`config.mk`:
```
export PLATFORM = sky130hd
export DESIGN_NAME = awg_cfg_ctrl
export DESIGN_NICKNAME = d
export VERILOG_FILES = /design/src/rtl/awg_pkg.sv /design/src/rtl/ftw_mult.sv /design/src/rtl/awg_cfg_ctrl.sv
export SDC_FILE = /design/constraint.sdc
export NUM_CORES = 1
export LEC_CHECK = 0
export CAP_MARGIN = 20
export CORE_MARGIN = 2
export CORE_UTILIZATION = 30
export CTS_BUF_LIST = sky130_fd_sc_hd__clkbuf_8
export DETAILED_ROUTE_END_ITERATION = 10
export PLACE_DENSITY_LB_ADDON = 0.25
export SETUP_SLACK_MARGIN = 0.02
export SLEW_MARGIN = 10
export SYNTH_ARGS = -nofsm -noshare
export SYNTH_HDL_FRONTEND = slang
export SYNTH_SLANG_ARGS = --single-unit
```
`constraint.sdc`:
```
create_clock -name clk -period 6.6 [get_ports clk]
set_clock_uncertainty 0.2 [all_clocks]
set_input_delay 1.65 -clock clk [delete_from_list [all_inputs] [get_ports clk]]
set_output_delay 1.65 -clock clk [all_outputs]
set_load 0.01 [all_outputs]
```
`src/rtl/awg_pkg.sv`:
```
// Shared types and constants for the AWG configuration controller.
// Holds FSM encoding, default parameters and reset-time DDS settings.
package awg_pkg;

  typedef enum logic [1:0] {
    IDLE,
    CALC,
    WAIT_WRAP,
    COMMIT
  } state_t;

  localparam logic [31:0] FTW_STEP_DEF     = 32'd42950;
  localparam logic [15:0] WRAP_TIMEOUT_DEF = 16'd50000;
  localparam logic [4:0]  WAVE_MAX         = 5'd4;
  localparam logic [3:0]  MULT_CYCLES      = 4'd8;

  localparam logic [4:0]  RST_WAVE  = 5'd3;
  localparam logic [7:0]  RST_AMP   = 8'd1;
  localparam logic [31:0] RST_PHASE = 32'h0100_0000;

  function automatic logic cfg_ok(
    input logic [4:0] wave,
    input logic [7:0] freq,
    input logic [7:0] amp
  );
    return (wave <= WAVE_MAX) &&
           (freq != 8'd0) &&
           (amp != 8'd0);
  endfunction

endpackage

```
`src/rtl/ftw_mult.sv`:
```
// Serial shift-add multiplier: 8-bit x 32-bit, 32-bit truncated product.
// One multiplier bit per cycle; done is high during the eighth step.
module ftw_mult
  import awg_pkg::*;
(
  input  logic        clk,
  input  logic        rst,
  input  logic        i_start,
  input  logic [7:0]  i_a,
  input  logic [31:0] i_b,
  output logic        o_done,
  output logic [31:0] o_prod
);

  logic [7:0]  r_a;
  logic [31:0] r_b;
  logic [31:0] r_acc;
  logic [3:0]  r_cnt;
  logic        r_run;

  always_ff @(posedge clk or posedge rst) begin
    if (rst) begin
      r_a   <= '0;
      r_b   <= '0;
      r_acc <= '0;
      r_cnt <= '0;
      r_run <= 1'b0;
    end else if (i_start) begin
      r_a   <= i_a;
      r_b   <= i_b;
      r_acc <= '0;
      r_cnt <= '0;
      r_run <= 1'b1;
    end else if (r_run) begin
      if (r_a[0])
        r_acc <= r_acc + r_b;
      r_a   <= r_a >> 1;
      r_b   <= r_b << 1;
      r_cnt <= r_cnt + 4'd1;
      if (r_cnt == MULT_CYCLES - 4'd1)
        r_run <= 1'b0;
    end
  end

  assign o_done = r_run &&
                  (r_cnt == MULT_CYCLES - 4'd1);
  assign o_prod = r_acc;

endmodule

```
`src/rtl/awg_cfg_ctrl.sv`:
```
// DDS configuration controller: accepts a parameter set, computes the
// tuning word serially, then commits all outputs on an accumulator wrap.
module awg_cfg_ctrl
  import awg_pkg::*;
#(
  parameter logic [31:0] FTW_STEP     = FTW_STEP_DEF,
  parameter logic [15:0] WRAP_TIMEOUT = WRAP_TIMEOUT_DEF
) (
  input  logic        clk,
  input  logic        rst,
  input  logic        cfg_valid,
  output logic        cfg_ready,
  input  logic [4:0]  cfg_wave,
  input  logic [7:0]  cfg_freq,
  input  logic [7:0]  cfg_amp,
  input  logic [7:0]  cfg_phase,
  input  logic        acc_wrap,
  output logic [31:0] ftw,
  output logic [31:0] phase_off,
  output logic [7:0]  amp_scale,
  output logic [4:0]  wave_sel,
  output logic        upd_strobe,
  output logic        busy,
  output logic        cfg_err
);

  state_t r_state;
  state_t w_next;

  logic [4:0]  r_wave;
  logic [7:0]  r_amp;
  logic [7:0]  r_phase;
  logic [15:0] r_wcnt;
  logic [31:0] r_ftw;
  logic [31:0] r_phase_off;
  logic [7:0]  r_amp_scale;
  logic [4:0]  r_wave_sel;
  logic        r_err;

  logic        w_xfer;
  logic        w_ok;
  logic        w_start;
  logic        w_done;
  logic        w_go;
  logic [31:0] w_prod;

  assign w_xfer  = cfg_valid && (r_state == IDLE);
  assign w_ok    = cfg_ok(cfg_wave, cfg_freq, cfg_amp);
  assign w_start = w_xfer && w_ok;
  // Wrap pulse and timeout landing together still give one commit.
  assign w_go    = acc_wrap ||
                   (r_wcnt == WRAP_TIMEOUT - 16'd1);

  ftw_mult u_mult (
    .clk     (clk),
    .rst     (rst),
    .i_start (w_start),
    .i_a     (cfg_freq),
    .i_b     (FTW_STEP),
    .o_done  (w_done),
    .o_prod  (w_prod)
  );

  always_ff @(posedge clk or posedge rst) begin
    if (rst)
      r_state <= IDLE;
    else
      r_state <= w_next;
  end

  always_comb begin
    w_next = r_state;
    unique case (r_state)
      IDLE:      if (w_start) w_next = CALC;
      CALC:      if (w_done)  w_next = WAIT_WRAP;
      WAIT_WRAP: if (w_go)    w_next = COMMIT;
      COMMIT:    w_next = IDLE;
      default:   w_next = IDLE;
    endcase
  end

  always_ff @(posedge clk or posedge rst) begin
    if (rst) begin
      r_wave      <= '0;
      r_amp       <= '0;
      r_phase     <= '0;
      r_wcnt      <= '0;
      r_err       <= 1'b0;
      r_ftw       <= FTW_STEP;
      r_phase_off <= RST_PHASE;
      r_amp_scale <= RST_AMP;
      r_wave_sel  <= RST_WAVE;
    end else begin
      if (w_xfer)
        r_err <= !w_ok;
      if (w_start) begin
        r_wave  <= cfg_wave;
        r_amp   <= cfg_amp;
        r_phase <= cfg_phase;
      end
      if (r_state == WAIT_WRAP)
        r_wcnt <= r_wcnt + 16'd1;
      else
        r_wcnt <= '0;
      // Load on entry so the new set is visible with the strobe.
      if (r_state == WAIT_WRAP && w_go) begin
        r_ftw       <= w_prod;
        r_phase_off <= {r_phase, 24'd0};
        r_amp_scale <= r_amp;
        r_wave_sel  <= r_wave;
      end
    end
  end

  assign cfg_ready  = (r_state == IDLE);
  assign busy       = (r_state != IDLE);
  assign upd_strobe = (r_state == COMMIT);
  assign cfg_err    = r_err;
  assign ftw        = r_ftw;
  assign phase_off  = r_phase_off;
  assign amp_scale  = r_amp_scale;
  assign wave_sel   = r_wave_sel;

endmodule

```
==> results of run 1 <==
## synth_stat cells, types with 2 or more instances
master	n
sky130_fd_sc_hd__nand2b_1	3
sky130_fd_sc_hd__nand4_1	4
sky130_fd_sc_hd__inv_1	13
sky130_fd_sc_hd__a211oi_1	4
sky130_fd_sc_hd__and3_1	9
sky130_fd_sc_hd__o21a_1	3
sky130_fd_sc_hd__buf_2	6
sky130_fd_sc_hd__nor2_1	48
sky130_fd_sc_hd__and4_1	4
sky130_fd_sc_hd__mux2i_1	40
sky130_fd_sc_hd__nor3_1	6
sky130_fd_sc_hd__buf_4	25
sky130_fd_sc_hd__clkbuf_1	29
sky130_fd_sc_hd__ha_1	36
sky130_fd_sc_hd__a21oi_1	50
sky130_fd_sc_hd__xnor2_1	23
sky130_fd_sc_hd__nor4_1	6
sky130_fd_sc_hd__and2_1	17
sky130_fd_sc_hd__nor4b_1	3
sky130_fd_sc_hd__a31oi_1	7
sky130_fd_sc_hd__or4_1	2
sky130_fd_sc_hd__mux2_2	51
sky130_fd_sc_hd__a21o_1	14
sky130_fd_sc_hd__o21ai_1	11
sky130_fd_sc_hd__or3_1	4
sky130_fd_sc_hd__nor2b_1	7
sky130_fd_sc_hd__o21bai_1	3
sky130_fd_sc_hd__a21boi_0	4
sky130_fd_sc_hd__o21ai_0	31
sky130_fd_sc_hd__dfrtp_1	154
sky130_fd_sc_hd__o21ai_2	2
sky130_fd_sc_hd__xor2_1	13
sky130_fd_sc_hd__nand3_1	21
sky130_fd_sc_hd__or2_2	2
sky130_fd_sc_hd__nand2_1	145
sky130_fd_sc_hd__dfstp_2	13
## flip-flops by register name, indices dropped and copies added (netlist names), 8 cells and up
name / cells
amp_scale: 8
ftw: 31
phase_off: 8
r_amp: 8
r_phase: 8
r_wcnt: 16
u_mult.o_prod: 31
u_mult.r_a: 8
u_mult.r_b: 31
## worst paths after layout
| check | slack, ps | startpoint | to |
|---|---|---|---|
| hold reg to reg | 280 | r_wave[1]$_DFFE_PP0N_ | r_wave[1]$_DFFE_PP0N_ |
| hold / removal | 280 | r_wave[1]$_DFFE_PP0N_ | r_wave[1]$_DFFE_PP0N_ |
| setup reg to reg | 3260 | r_state[0]$_DFFE_PP0P_ | u_mult.o_prod[30]$_DFFE_PP0P_ |
| max in group asynchronous | 3570 | rst | u_mult.r_run$_DFF_PP0_ |
| setup / recovery | 2330 | cfg_amp[1] | u_mult.o_prod[30]$_DFFE_PP0P_ |
| min in group asynchronous | 1550 | rst | ftw[29]$_DFFE_PP0P_ |
## metal layers
layer	GRT usage [%]	share of wire, %	vias to the layer above
li1	-	-	2998
met1	17.8	48	3006
met2	21.2	47	84
met3	3.00	3.3	11
met4	3.60	1.0	0
met5	0	0	-
## cell type report
class	instances	area [sq um]
tap	378	473
fill	2837	17800
clock inverter	14	161
sequential	167	4200
multi-input combinational	621	4110
timing repair buffer	96	953
clock buffer	18	248
inverter	13	53.8
## where the power goes
group | total [W] | leakage [nW] | internal, W | switching [W]
Sequential | 0.00174 | 2.11 | 0.00145 | 0.000291
Clock | 0.000757 | 0.212 | 0.000328 | 0.000428
Combinational | 0.00220 | 2.39 | 0.00106 | 0.00113
## logic make-up (layout without fill, tap and decap cells)
group,count (synthesis),in the layout,share of synthesized area [%]
AO/OA/AOI/OAI,145,145,10.8
adder cells (fa/ha/maj),37,37,5.48
XOR/XNOR,36,36,3.67
buffers and inverters,74,141,4.41
AND/OR/NAND/NOR,287,287,15.5
multiplexers,91,91,11.3
other,1,25,0.0437
flip-flops,167,167,48.8
## through the flow
| step | cell area [sq um] | std cells | hold slack, ps | power (W) | util [%] |
|---|---|---|---|---|---|
| 6_report | 10200 | 1307 | 279 | 0.00469 | 36.4 |
| 4_1_cts | 10200 | 1307 | 284 | 0.00476 | 36.4 |
| 3_5_place_dp | 9790 | 1275 | 258 | 0.00398 | 35.0 |
| 2_1_floorplan | 8680 | 862 | 242 | 0.00327 | - |
| 5_1_grt | 10200 | 1307 | 315 | 0.00509 | 36.4 |
| 3_3_place_gp | 9790 | 1275 | 257 | 0.00395 | 35.0 |
## worst register-to-register path: stages (launching register included)
cell and delay [ps]:
sky130_fd_sc_hd__dfrtp_1 430, sky130_fd_sc_hd__inv_1 100, sky130_fd_sc_hd__ha_1 310, sky130_fd_sc_hd__nand2_1 80, sky130_fd_sc_hd__a2111oi_0 670, sky130_fd_sc_hd__and3_2 1010, sky130_fd_sc_hd__nor2_1 180, sky130_fd_sc_hd__a31o_1 250
==> metrics.cfg, run 1 <==
[routing]
pre_antenna_drt_iters = 4
route.detailed.drc = 0
drt-wirelength-per-cell_um = 14.6
drtAntennaViolNets = 0
totalWireLength_um = 19100
initialDrtViolationCount = 328
post_drt_via_cell_ratio = 4.67
num_vias = 6099

[worst_setup_path]
critical_path.endpoint_type = flip-flop
worstRegToRegCells = 7
critical_path_depth = 6
worst-path-max-fanout = 56
path_cells = clkdlybuf4s50_1 > nor4_1 > a2111oi_0 > and3_2 > nor2_1 > a31o_1
arrival_ps = 4420
worst_path_largest_cell_delay_ps = 1010
startpoint_type = input port
worst_path_required_time_ps = 6750
critical_path.n_buffers_inverters = 1
criticalPathCategory = in2reg
critPathSlowestCell = sky130_fd_sc_hd__and3_2
critPathTopFamily = simple AND/OR/NAND/NOR gates

[sta]
slew_viol_final = 0
finalCritPeriodShare_pct = 64.7
setup-tns-final_ps = 0
finalWorstSetupSlack_ps = 2330
worst_pin_slew_ps = 1020
timing.final.hold_violations = 0
final_period_minus_worst_setup_slack_ps = 4270
max_slew_headroom_pct = 32.2
unrepaired_setup_endpoints_after_global_routing = no
timing.fmax_mhz = 234
setup_viol = 0

[yosys]
ys_async_sr_fraction_pct = 100
netlist_top_cells_area = sky130_fd_sc_hd__dfrtp_1, sky130_fd_sc_hd__mux2_2, sky130_fd_sc_hd__nand2_1
syn-mean-instance-area_sq_um = 10.2
sequential_share_of_the_synthesized_area_pct = 48.8
ys_dominant_reg_cell = sky130_fd_sc_hd__dfrtp_1
ys.warnings.count = 0
netlist.area_leader.share_pct = 44.9
ys_types = 61
postSynthCellCount = 838
post_synth_edffs = 0
summed_instance_area_of_the_synthesized_netlist_sq_um = 8590
ys_ff_latch = 167
synthDominantAreaCellType = sky130_fd_sc_hd__dfrtp_1

[floorplanning]
core_sq_um = 28000
start_util_pct = 30.7
floorplan.die.height_um = 173
die-width_um = 173
rows = 61
io_pins = 114
fp.dieArea_sq_um = 30000

[power_and_ir_drop]
leakagePower_nw = 4.71
irDropWorstVdd_uv = 161
power_per_cell_area_nw_per_um2 = 460

[layout]
drive_above_1_share_pct = 13.0
top_library_cells_by_usage_in_the_layout_fill_and_taps_aside = sky130_fd_sc_hd__dfrtp_1, sky130_fd_sc_hd__nand2_1, sky130_fd_sc_hd__clkdlybuf4s50_1
area_delta_synth_final_pct = 18.7
fin_nets = 986
num_antenna_cells = 0
mostFrequentLayoutCell = sky130_fd_sc_hd__dfrtp_1

[clock_tree]
cts_setup_buffers = 0
cts_tree = built
resized_gates_after_cts = 0
post_cts_hold_buffer_count = 0
htree_levels = 4
cts_buffer_depth = 2
cts_inserted_buffers = 17
clk_pin_slew_worst_paths_ps = 100
cts_root_buf = sky130_fd_sc_hd__clkbuf_8
cts.sink_count = 167
clk-insertion-delay-late_ps = 460

[global_routing]
first_global_vias = 6119
grt_use_total_pct = 13.2
grt_overflow_total = 0
global_route_wire_length_before_repair_um = 32300
antenna_violations_before_repair = 0
grt_max_degree = 97

[placed_design]
portbufs = 88
place.detailed.hpwl_um = 13200
place.gp.congestion = 0.790
detailedPlace.worstSlack_ps = 1830

[min_path]
hold_depth = 2
holdCritPathClass = reg2reg

[run_status]
run_status = finished, final reports clean

[run]
max_cap_viol_count = 0

Power figures use the tool's default switching activity.
==> run 2: changes to the inputs <==
==> constraint.sdc (replaced) <==
create_clock -name clk -period 3.96 [get_ports clk]
set_clock_uncertainty 0.2 [all_clocks]
set_input_delay 0.99 -clock clk [delete_from_list [all_inputs] [get_ports clk]]
set_output_delay 0.99 -clock clk [all_outputs]
set_load 0.01 [all_outputs]
==> run 2 against run 1 <==
  * Register-to-register slack lost 2600 ps
  * Critical endpoint is now u_mult.o_prod[31]$_DFFE_PP0P_
  * Non-clock buffer count grew 9
  * Highest routed layer unchanged
  * Final cell count grew 0.69%
  * Die area is the same
  * Largest power group unchanged
  * Cell area grew 0.90%
  * First-iteration DRC count shrank 9.1%
  * Critical path depth grew 5
  * Routed wire length is essentially flat
  * Power grew 67%
==> metrics.cfg, run 2 (synthesized netlist as in run 1, its figures left out) <==
[sta]
finalWorstSetupSlack_ps = 669  ; -1660 ps
finalCritPeriodShare_pct = 83.1
setup-tns-final_ps = 0  ; unchanged
max_slew_headroom_pct = 46.2  ; +14 points
timing.fmax_mhz = 304
final_period_minus_worst_setup_slack_ps = 3290
unrepaired_setup_endpoints_after_global_routing = no
worst_pin_slew_ps = 807  ; -210 ps
slew_viol_final = 0  ; unchanged
setup_viol = 0  ; unchanged
timing.final.hold_violations = 0  ; unchanged

[power_and_ir_drop]
irDropWorstVdd_uv = 276  ; +72%
total_power_w = 0.00783  ; +67%
leakagePower_nw = 4.75  ; +0.86%
power_per_cell_area_nw_per_um2 = 761  ; +65%

[routing]
totalWireLength_um = 19100  ; about the same
pre_antenna_drt_iters = 4  ; unchanged
route.detailed.drc = 0  ; unchanged
initialDrtViolationCount = 298  ; -9.1%
num_vias = 6019  ; -1.3%
post_drt_via_cell_ratio = 4.57  ; -2.0%
drt-wirelength-per-cell_um = 14.5  ; -0.75%
drtAntennaViolNets = 0  ; unchanged

[worst_setup_path]
worst_path_largest_cell_delay_ps = 410  ; -600 ps
arrival_ps = 3480  ; -940 ps
r2r-end = u_mult.o_prod[31]$_DFFE_PP0P_
path_cells = ha_1 > fa_1 > a21oi_1 > nor2_1 > o21ai_1 > a31oi_2 > o31ai_4 > o2111ai_2 > nor4b_4 > or3_1 > a21oi_1
worst_path_required_time_ps = 4150  ; -2600 ps
startpoint_type = flip-flop
criticalPathCategory = reg2reg
crit-reg2reg-launch = u_mult.r_b[1]$_DFFE_PP0P_
critPathSlowestCell = sky130_fd_sc_hd__dfrtp_1
worst-path-max-fanout = 5  ; -91%
worstRegToRegCells = 11  ; +4
critical_path.endpoint_type = flip-flop
crit_path_frequent_cell = sky130_fd_sc_hd__a21oi_1
reg2reg_setup_slack_ps = 670  ; -2590 ps

[run_status]
run_status = finished, final reports clean

[global_routing]
grt_max_degree = 90  ; -7.2%
global_route_wire_length_before_repair_um = 31700  ; -1.9%
grt_overflow_total = 0  ; unchanged
antenna_violations_before_repair = 0  ; unchanged
grt_use_total_pct = 13.0  ; -0.14 points
first_global_vias = 5999  ; -2.0%

[placed_design]
place.gp.congestion = 0.824  ; +4.3%
detailedPlace.worstSlack_ps = 432  ; -1390 ps
cell_area_reported_after_detailed_placement_sq_um = 9880  ; +0.88%
portbufs = 88  ; unchanged
place.detailed.hpwl_um = 13600  ; +2.9%

[floorplanning]
floorplan.die.height_um = 173  ; unchanged
io_pins = 114  ; unchanged
fp.dieArea_sq_um = 30000  ; unchanged
core_sq_um = 28000  ; unchanged
die-width_um = 173  ; unchanged
start_util_pct = 30.7  ; unchanged
rows = 61  ; unchanged

[layout]
fin_nets = 995  ; +0.91%
drive_above_1_share_pct = 13.9  ; +0.83 points
mostFrequentLayoutCell = sky130_fd_sc_hd__dfrtp_1
design_area_sq_um = 10300  ; +0.90%
final_core_util_pct = 36.7  ; +0.33 points
area_delta_synth_final_pct = 19.8
num_antenna_cells = 0  ; unchanged
top_library_cells_by_usage_in_the_layout_fill_and_taps_aside = sky130_fd_sc_hd__dfrtp_1, sky130_fd_sc_hd__nand2_1, sky130_fd_sc_hd__clkdlybuf4s50_1

[clock_tree]
cts.sink_count = 167  ; unchanged
clk_pin_slew_worst_paths_ps = 100  ; about the same
cts_tree = built
resized_gates_after_cts = 0  ; unchanged
cts_setup_buffers = 0  ; unchanged
clk-insertion-delay-late_ps = 470  ; about the same
cts_buffer_depth = 2  ; unchanged
post_cts_hold_buffer_count = 0  ; unchanged
cts_inserted_buffers = 17  ; unchanged
htree_levels = 4  ; unchanged
cts_root_buf = sky130_fd_sc_hd__clkbuf_8

[min_path]
worst_hold_path_startpoint = r_amp[6]$_DFFE_PP0N_
holdCritPathClass = reg2reg
hold_depth = 2  ; unchanged
worst_hold_path.endpoint = r_amp[6]$_DFFE_PP0N_

[run]
max_cap_viol_count = 0  ; unchanged

## run 2: power breakdown
group	internal (W)	switching (W)
registers	0.00242	0.000486
clock network	0.000487	0.000755
logic	0.00179	0.00190
## run 2: how the worst max path moves through the flow
| stage | to | from | depth (start not counted) | slack, ps |
|---|---|---|---|---|
| 6_report | u_mult.o_prod[31]$_DFFE_PP0P_ | u_mult.r_b[1]$_DFFE_PP0P_ | 11 | 670 |
| 5_1_grt | u_mult.o_prod[31]$_DFFE_PP0P_ | u_mult.r_b[1]$_DFFE_PP0P_ | 11 | 510 |
| 4_1_cts | u_mult.o_prod[31]$_DFFE_PP0P_ | u_mult.r_b[1]$_DFFE_PP0P_ | 11 | 660 |
| 3_5_place_dp | u_mult.r_a[4]$_DFFE_PP0P_ | cfg_amp[6] | 6 | 430 |
| 3_3_place_gp | u_mult.r_a[5]$_DFFE_PP0P_ | cfg_amp[6] | 6 | 460 |
| 2_1_floorplan | amp_scale[1]$_DFFE_PP0P_ | rst | 1 | 650 |
## run 2: worst max-delay path, delay by kind of cell, from the launching register on
kind | cells | cell delay, ps
AO/OA/AOI/OAI | 6 | 1340
flip-flops | 1 | 410
AND/OR/NAND/NOR | 3 | 600
adder cells (fa/ha/maj) | 2 | 670
## run 2: metrics by stage
stage                     instances  hold WS (ps)
after global placement         1284           256
after CTS                      1316           289
after detailed placement       1284           260
final                          1316           282
after global routing           1316           301
after floorplan                 862           242
## run 2: cell type report
cell class                      instances  area (sq um)
Clock inverter                         15           180
Tap cell                              378           473
Inverter                               13          52.6
Fill cell                            2806         17700
Multi-Input combinational cell        621          4110
Sequential cell                       167          4200
Timing Repair Buffer                  105          1050
Clock buffer                           17           234
## run 2: layer usage
layer | global-route usage (%) | vias to the layer above | routed length (um)
li1 | - | 3015 | -
met1 | 17.6 | 2898 | 9320
met2 | 21.0 | 93 | 8910
met3 | 2.76 | 13 | 686
met4 | 3.92 | 0 | 193
met5 | 0 | - | 0
